## src/rtl/upper_digit_scheduler.sv

```systemverilog
// ---------------------------------------------------------------------------
// upper_digit_scheduler
//
// Sequencer wrapped around a non-pipelined upper-product multiplier
// (multiplier_upper_2_bit). It takes operand pairs over a valid/ready
// handshake and issues one mul_en pulse per pair. It then waits out the
// multiplier's fixed latency and captures the 2-bit result digit. Digits are
// packed MSB-first into a word, and the word is presented downstream over
// valid/ready.
//
// Only one multiplication is ever in flight. The multiplier keeps an internal
// latency counter, and a second start pulse issued early would corrupt it.
//
// Ports
//   clk         in   rising-edge clock
//   rst         in   asynchronous active-high reset
//   in_valid    in   operand pair valid
//   in_ready    out  scheduler can take a pair (IDLE only, low during reset)
//   in_a, in_b  in   operands, MUL_SIZE bits each
//   in_last     in   this pair closes the current word
//   mul_en      out  one-cycle start pulse to the multiplier
//   mul_a/b     out  held operands to the multiplier
//   mul_res     in   2-bit upper-product digit from the multiplier
//   out_valid   out  packed word valid
//   out_ready   in   downstream accepts the word
//   out_digits  out  packed digits, first digit in the top two bits
//   out_len     out  number of valid digits in the word (1..NUM_DIGITS)
// ---------------------------------------------------------------------------
module upper_digit_scheduler #(
    parameter int MUL_SIZE   = 80,
    parameter int NUM_DIGITS = 8,
    parameter int MUL_LAT    = 3,
    parameter int LEN_W      = $clog2(NUM_DIGITS + 1)
) (
    input  logic                    clk,
    input  logic                    rst,
    input  logic                    in_valid,
    output logic                    in_ready,
    input  logic [MUL_SIZE-1:0]     in_a,
    input  logic [MUL_SIZE-1:0]     in_b,
    input  logic                    in_last,
    output logic                    mul_en,
    output logic [MUL_SIZE-1:0]     mul_a,
    output logic [MUL_SIZE-1:0]     mul_b,
    input  logic [1:0]              mul_res,
    output logic                    out_valid,
    input  logic                    out_ready,
    output logic [2*NUM_DIGITS-1:0] out_digits,
    output logic [LEN_W-1:0]        out_len
);

    // The wait counter only has to count 0..MUL_LAT-1.
    localparam int CNT_W = (MUL_LAT > 1) ? $clog2(MUL_LAT) : 1;
    localparam logic [CNT_W-1:0] CNT_LAST = CNT_W'(MUL_LAT - 1);
    localparam logic [LEN_W-1:0] IDX_FULL = LEN_W'(NUM_DIGITS);

    typedef enum logic [1:0] {
        S_IDLE  = 2'd0,
        S_ISSUE = 2'd1,
        S_WAIT  = 2'd2,
        S_OUT   = 2'd3
    } state_t;

    state_t                  r_state;
    logic [MUL_SIZE-1:0]     r_op_a;
    logic [MUL_SIZE-1:0]     r_op_b;
    logic                    r_last;
    logic [CNT_W-1:0]        r_cnt;
    logic [LEN_W-1:0]        r_idx;
    logic [2*NUM_DIGITS-1:0] r_digits;
    logic [LEN_W-1:0]        r_len;
    logic                    r_mul_en;
    logic                    r_out_valid;

    logic                    w_accept;
    logic [LEN_W-1:0]        w_idx_next;

    // in_ready is a plain decode of the state register. It is gated by rst so
    // that it drops in the same instant the reset is applied.
    assign in_ready   = (r_state == S_IDLE) && !rst;
    assign w_accept   = in_valid && in_ready;
    assign w_idx_next = r_idx + LEN_W'(1);

    assign mul_en     = r_mul_en;
    assign mul_a      = r_op_a;
    assign mul_b      = r_op_b;
    assign out_valid  = r_out_valid;
    assign out_digits = r_digits;
    assign out_len    = r_len;

    always_ff @(posedge clk or posedge rst) begin
        if (rst) begin
            r_state     <= S_IDLE;
            r_op_a      <= '0;
            r_op_b      <= '0;
            r_last      <= 1'b0;
            r_cnt       <= '0;
            r_idx       <= '0;
            r_digits    <= '0;
            r_len       <= '0;
            r_mul_en    <= 1'b0;
            r_out_valid <= 1'b0;
        end else begin
            case (r_state)
                S_IDLE: begin
                    if (w_accept) begin
                        r_op_a   <= in_a;
                        r_op_b   <= in_b;
                        r_last   <= in_last;
                        // Registered start pulse: it is high exactly while in ISSUE.
                        r_mul_en <= 1'b1;
                        r_state  <= S_ISSUE;
                    end
                end

                S_ISSUE: begin
                    r_mul_en <= 1'b0;
                    r_cnt    <= '0;
                    r_state  <= S_WAIT;
                end

                S_WAIT: begin
                    if (r_cnt == CNT_LAST) begin
                        // This edge is the MUL_LAT-th edge after the mul_en edge.
                        // It is the only edge at which mul_res holds the digit.
                        for (int k = 0; k < NUM_DIGITS; k++) begin
                            if (r_idx == LEN_W'(k)) begin
                                r_digits[2*NUM_DIGITS-1-2*k -: 2] <= mul_res;
                            end
                        end
                        r_idx <= w_idx_next;
                        if (r_last || (w_idx_next == IDX_FULL)) begin
                            r_len       <= w_idx_next;
                            r_out_valid <= 1'b1;
                            r_state     <= S_OUT;
                        end else begin
                            r_state <= S_IDLE;
                        end
                    end else begin
                        r_cnt <= r_cnt + CNT_W'(1);
                    end
                end

                S_OUT: begin
                    // The word and its length stay frozen until the downstream
                    // side accepts it. The buffer is cleared on acceptance, so
                    // the unused low digits of the next short word read as zero.
                    if (out_ready) begin
                        r_digits    <= '0;
                        r_len       <= '0;
                        r_idx       <= '0;
                        r_out_valid <= 1'b0;
                        r_state     <= S_IDLE;
                    end
                end

                default: begin
                    r_state <= S_IDLE;
                end
            endcase
        end
    end

endmodule

```

## config.mk

```make
export PLATFORM = sky130hd
export DESIGN_NAME = upper_digit_scheduler
export DESIGN_NICKNAME = d
export VERILOG_FILES = /design/src/rtl/upper_digit_scheduler.sv
export SDC_FILE = /design/constraint.sdc
export NUM_CORES = 1
export LEC_CHECK = 0
export ABC_AREA = 1
export BUFFER_PORTS_ARGS = -buffer_cell sky130_fd_sc_hd__clkbuf_2
export CORE_ASPECT_RATIO = 1.5
export CORE_MARGIN = 4
export CORE_UTILIZATION = 48
export CTS_CLUSTER_SIZE = 24
export DETAILED_ROUTE_END_ITERATION = 8
export GPL_ROUTABILITY_DRIVEN = 1
export PLACE_DENSITY = 0.81
export RECOVER_POWER = 100
export SYNTH_ARGS = -nofsm -noshare
export SYNTH_HDL_FRONTEND = slang
export SYNTH_SLANG_ARGS = --single-unit
```

## constraint.sdc

```tcl
create_clock -name clk -period 7.6 [get_ports clk]
set_input_delay 0.76 -clock clk [delete_from_list [all_inputs] [get_ports clk]]
set_output_delay 0.76 -clock clk [all_outputs]
set_load 0.01 [all_outputs]
```

==> results.json <==
{
  "die_area_mm2": 0.0188,
  "dr.first_iter.drc_count": 288,
  "synth.distinct_cells": 21,
  "cp_max_fo": 62,
  "setup_viol": 0,
  "synth_cells": 514,
  "r2r_end": "mul_a[19]",
  "num_vias": 5301,
  "synth-xor-area-share": 0,
  "synth_nets": 686,
  "hp-start": "out_len[1]",
  "cts_resized": 0,
  "detail_route.vias_per_cell": 4.89,
  "hold_class": "reg -> reg",
  "hold_viol": 0,
  "crit_type": "reg -> reg",
  "r2r_slack_ns": 3.18,
  "holdBufCountCts": 0,
  "io_buffers": 349,
  "rr_startpoint": "r_state[0]",
  "slew_headroom": -0.460,
  "grtUsageTotal": 0.215,
  "io-pin-count": 350,
  "worst_pin_slew_ns": 2.19,
  "synth_top_cell_by_area": "dfrtp_1",
  "synth_area_per_cell_um2": 15.5,
  "period_share": 0.581,
  "rsz0062_at_grt": "no",
  "vdd_drop_max_uv": 261,
  "critPathBufInv": 2,
  "syn_area_mm2": 0.00798,
  "clkSinkCount": 191,
  "routed_wl_mm": 19.9,
  "fin_tns_setup_ns": 0,
  "routedWlPerCell_um": 18.4,
  "synth_top_family_by_area": "multiplexers",
  "cp_cell_sequence": "inv_1, nand2_1, nor2_4, nand2_1, clkbuf_2, mux2_1",
  "initial_core_util": 0.490,
  "netlist.area_leader.share": 0.599,
  "grt_antenna_before_repair": 0,
  "ys_ff_latch": 191,
  "outcome": "finished with violations",
  "post_cts_buffers": 0,
  "dr.pass1.iters": 5,
  "drcViolationCount": 0,
  "grt_first_pass_wirelength_mm": 31.7,
  "layout_commonest_cell": "dfrtp_1",
  "mostFrequentLayoutCells": "191 x dfrtp_1, 185 x clkbuf_1, 166 x clkbuf_2",
  "worstPathArrival_ns": 4.72,
  "grt_pass1_vias": 5868,
  "place_hpwl_mm": 15.2,
  "synth.top_cells.by_area": "dfrtp_1 60%, mux2_4 26%, nand2_1 3.0%",
  "antenna_left": 0,
  "cts_tree": "built",
  "final_nets": 1036,
  "htree_levels": 4,
  "power_leakage_uw": 0.00458,
  "place.gp.congestion": 0.822,
  "synth_fa_ha_area_frac": 0.00784,
  "insertion_delay_ns": 0.43,
  "path_common_cell": "nand2_1",
  "critical-path-top-delay-family": "simple AND/OR/NAND/NOR gates",
  "max-clock-path-buffers": 2,
  "synthSimpleGateAreaFrac": 0.0508,
  "grt_max_degree": 116,
  "grt_overflow": 0,
  "cap_violations": 2,
  "hold_end": "out_len[1]",
  "numCtsBuffers": 17,
  "violations": "capacitance limit, slew limit",
  "num_rows": 57,
  "yosysSeqAreaShare": 0.599,
  "die_w_um": 113,
  "pwr_density_cell_mw_per_mm2": 433,
  "root_buffer": "clkbuf_16",
  "die_h_um": 166,
  "cp.required_ns": 7.90,
  "slew_violations": 116,
  "yosysWarnings": 0,
  "fmax_mhz": 226,
  "reg2regPathDepth": 6,
  "min_period_ns": 4.42,
  "area_growth_pct": 20.6,
  "core_area_mm2": 0.0163,
  "crit_slowest_cell": "nand2_1",
  "hold_depth": 2,
  "startpoint_type": "flip-flop",
  "fillers": 1497,
  "hold_ws_ns": 0.472,
  "layout-drive-gt1-share": 0.252,
  "end_kind": "flip-flop",
  "synth-compound-area-share": 0.0166,
  "synthMuxAreaShare": 0.292,
  "finClkSkew_ns": 0.0139,
  "clkSlewWorstSetupHoldPaths_ns": 0.07,
  "critPathMaxStageDelay_ns": 1.57,
  "n_antenna_cell": 0
}
-- synth_stat cells, drive strengths merged --
master  count
inv        14
a21oi       3
nand4       1
nand3b      1
clkbuf      1
a21boi      1
nand3      17
nor2       10
dfrtp     191
nand2      66
ha          5
buf        21
o21ai      22
nor3        1
mux2      160
-- worst reg2reg max path: stages (launching register included) --
cell and delay (ns):
dfrtp_1 0.40, inv_1 0.20, nand2_1 0.22, nor2_4 0.05, nand2_1 1.57, clkbuf_2 1.40
mux2_1 0.47
-- flip-flops by register name, summed over array words and instances, names as in the netlist --
register	flops
r_idx	4
r_cnt	2
out_valid	1
out_len	4
r_state	2
mul_a	80
r_last	1
mul_b	80
out_digits	16
mul_en	1
-- worst max-delay path by stage --
stage                      to       start  slack, ns  depth (start not counted)
floorplan            mul_a[0]         rst       1.64                          1
global placement    mul_a[33]         rst       4.76                          5
detailed placement  mul_a[37]         rst       4.74                          5
CTS                 mul_a[37]  r_state[0]       4.98                          6
global route        mul_a[33]  r_state[0]       2.85                          6
finish              mul_a[19]  r_state[0]       3.18                          6
-- power breakdown --
part | internal [uW] | total, uW | switching, uW
clock | 449 | 855 | 405
sequential | 1530 | 1830 | 305
combinational | 593 | 1470 | 880
total | 2570 | 4160 | 1590
-- layer usage --
metal,GRT usage,vias up,share of wire
li1,-,2457,-
met1,0.248,2554,0.37
met2,0.375,241,0.53
met3,0.0525,49,0.067
met4,0.0936,0,0.040
met5,0,-,0
-- cell type report --
| class | count | area, um^2 | area share |
|---|---|---|---|
| Multi-Input combinational cell | 287 | 2400 | 0.250 |
| Timing Repair Buffer | 353 | 1540 | 0.160 |
| Clock buffer | 19 | 453 | 0.0471 |
| Inverter | 14 | 57.6 | 0.00598 |
| Clock inverter | 13 | 125 | 0.0130 |
| Sequential cell | 191 | 4780 | 0.497 |
| Tap cell | 206 | 258 | 0.0268 |
-- cell families (layout without fill, tap and decap cells) --
kind of cell / Yosys count / count (layout)
muxes: 160 / 160
AOI/OAI and AO/OA: 26 / 26
DFF: 191 / 191
adders and majority gates: 5 / 5
and+or+nand+nor: 96 / 96
buffers and inverters: 36 / 399
-- stage by stage --
step	instance area [um^2]	cells	util	power (uW)	setup slack (ns)
floorplan	7980	514	-	3040	1.64
global route	9620	1083	0.591	4430	2.85
finish	9620	1083	0.591	4160	3.18
detailed placement	9810	1051	0.603	3820	4.74
global placement	9810	1051	0.603	3730	4.76
CTS	10400	1083	0.639	4700	4.98
(Power assumes the default switching activity.)
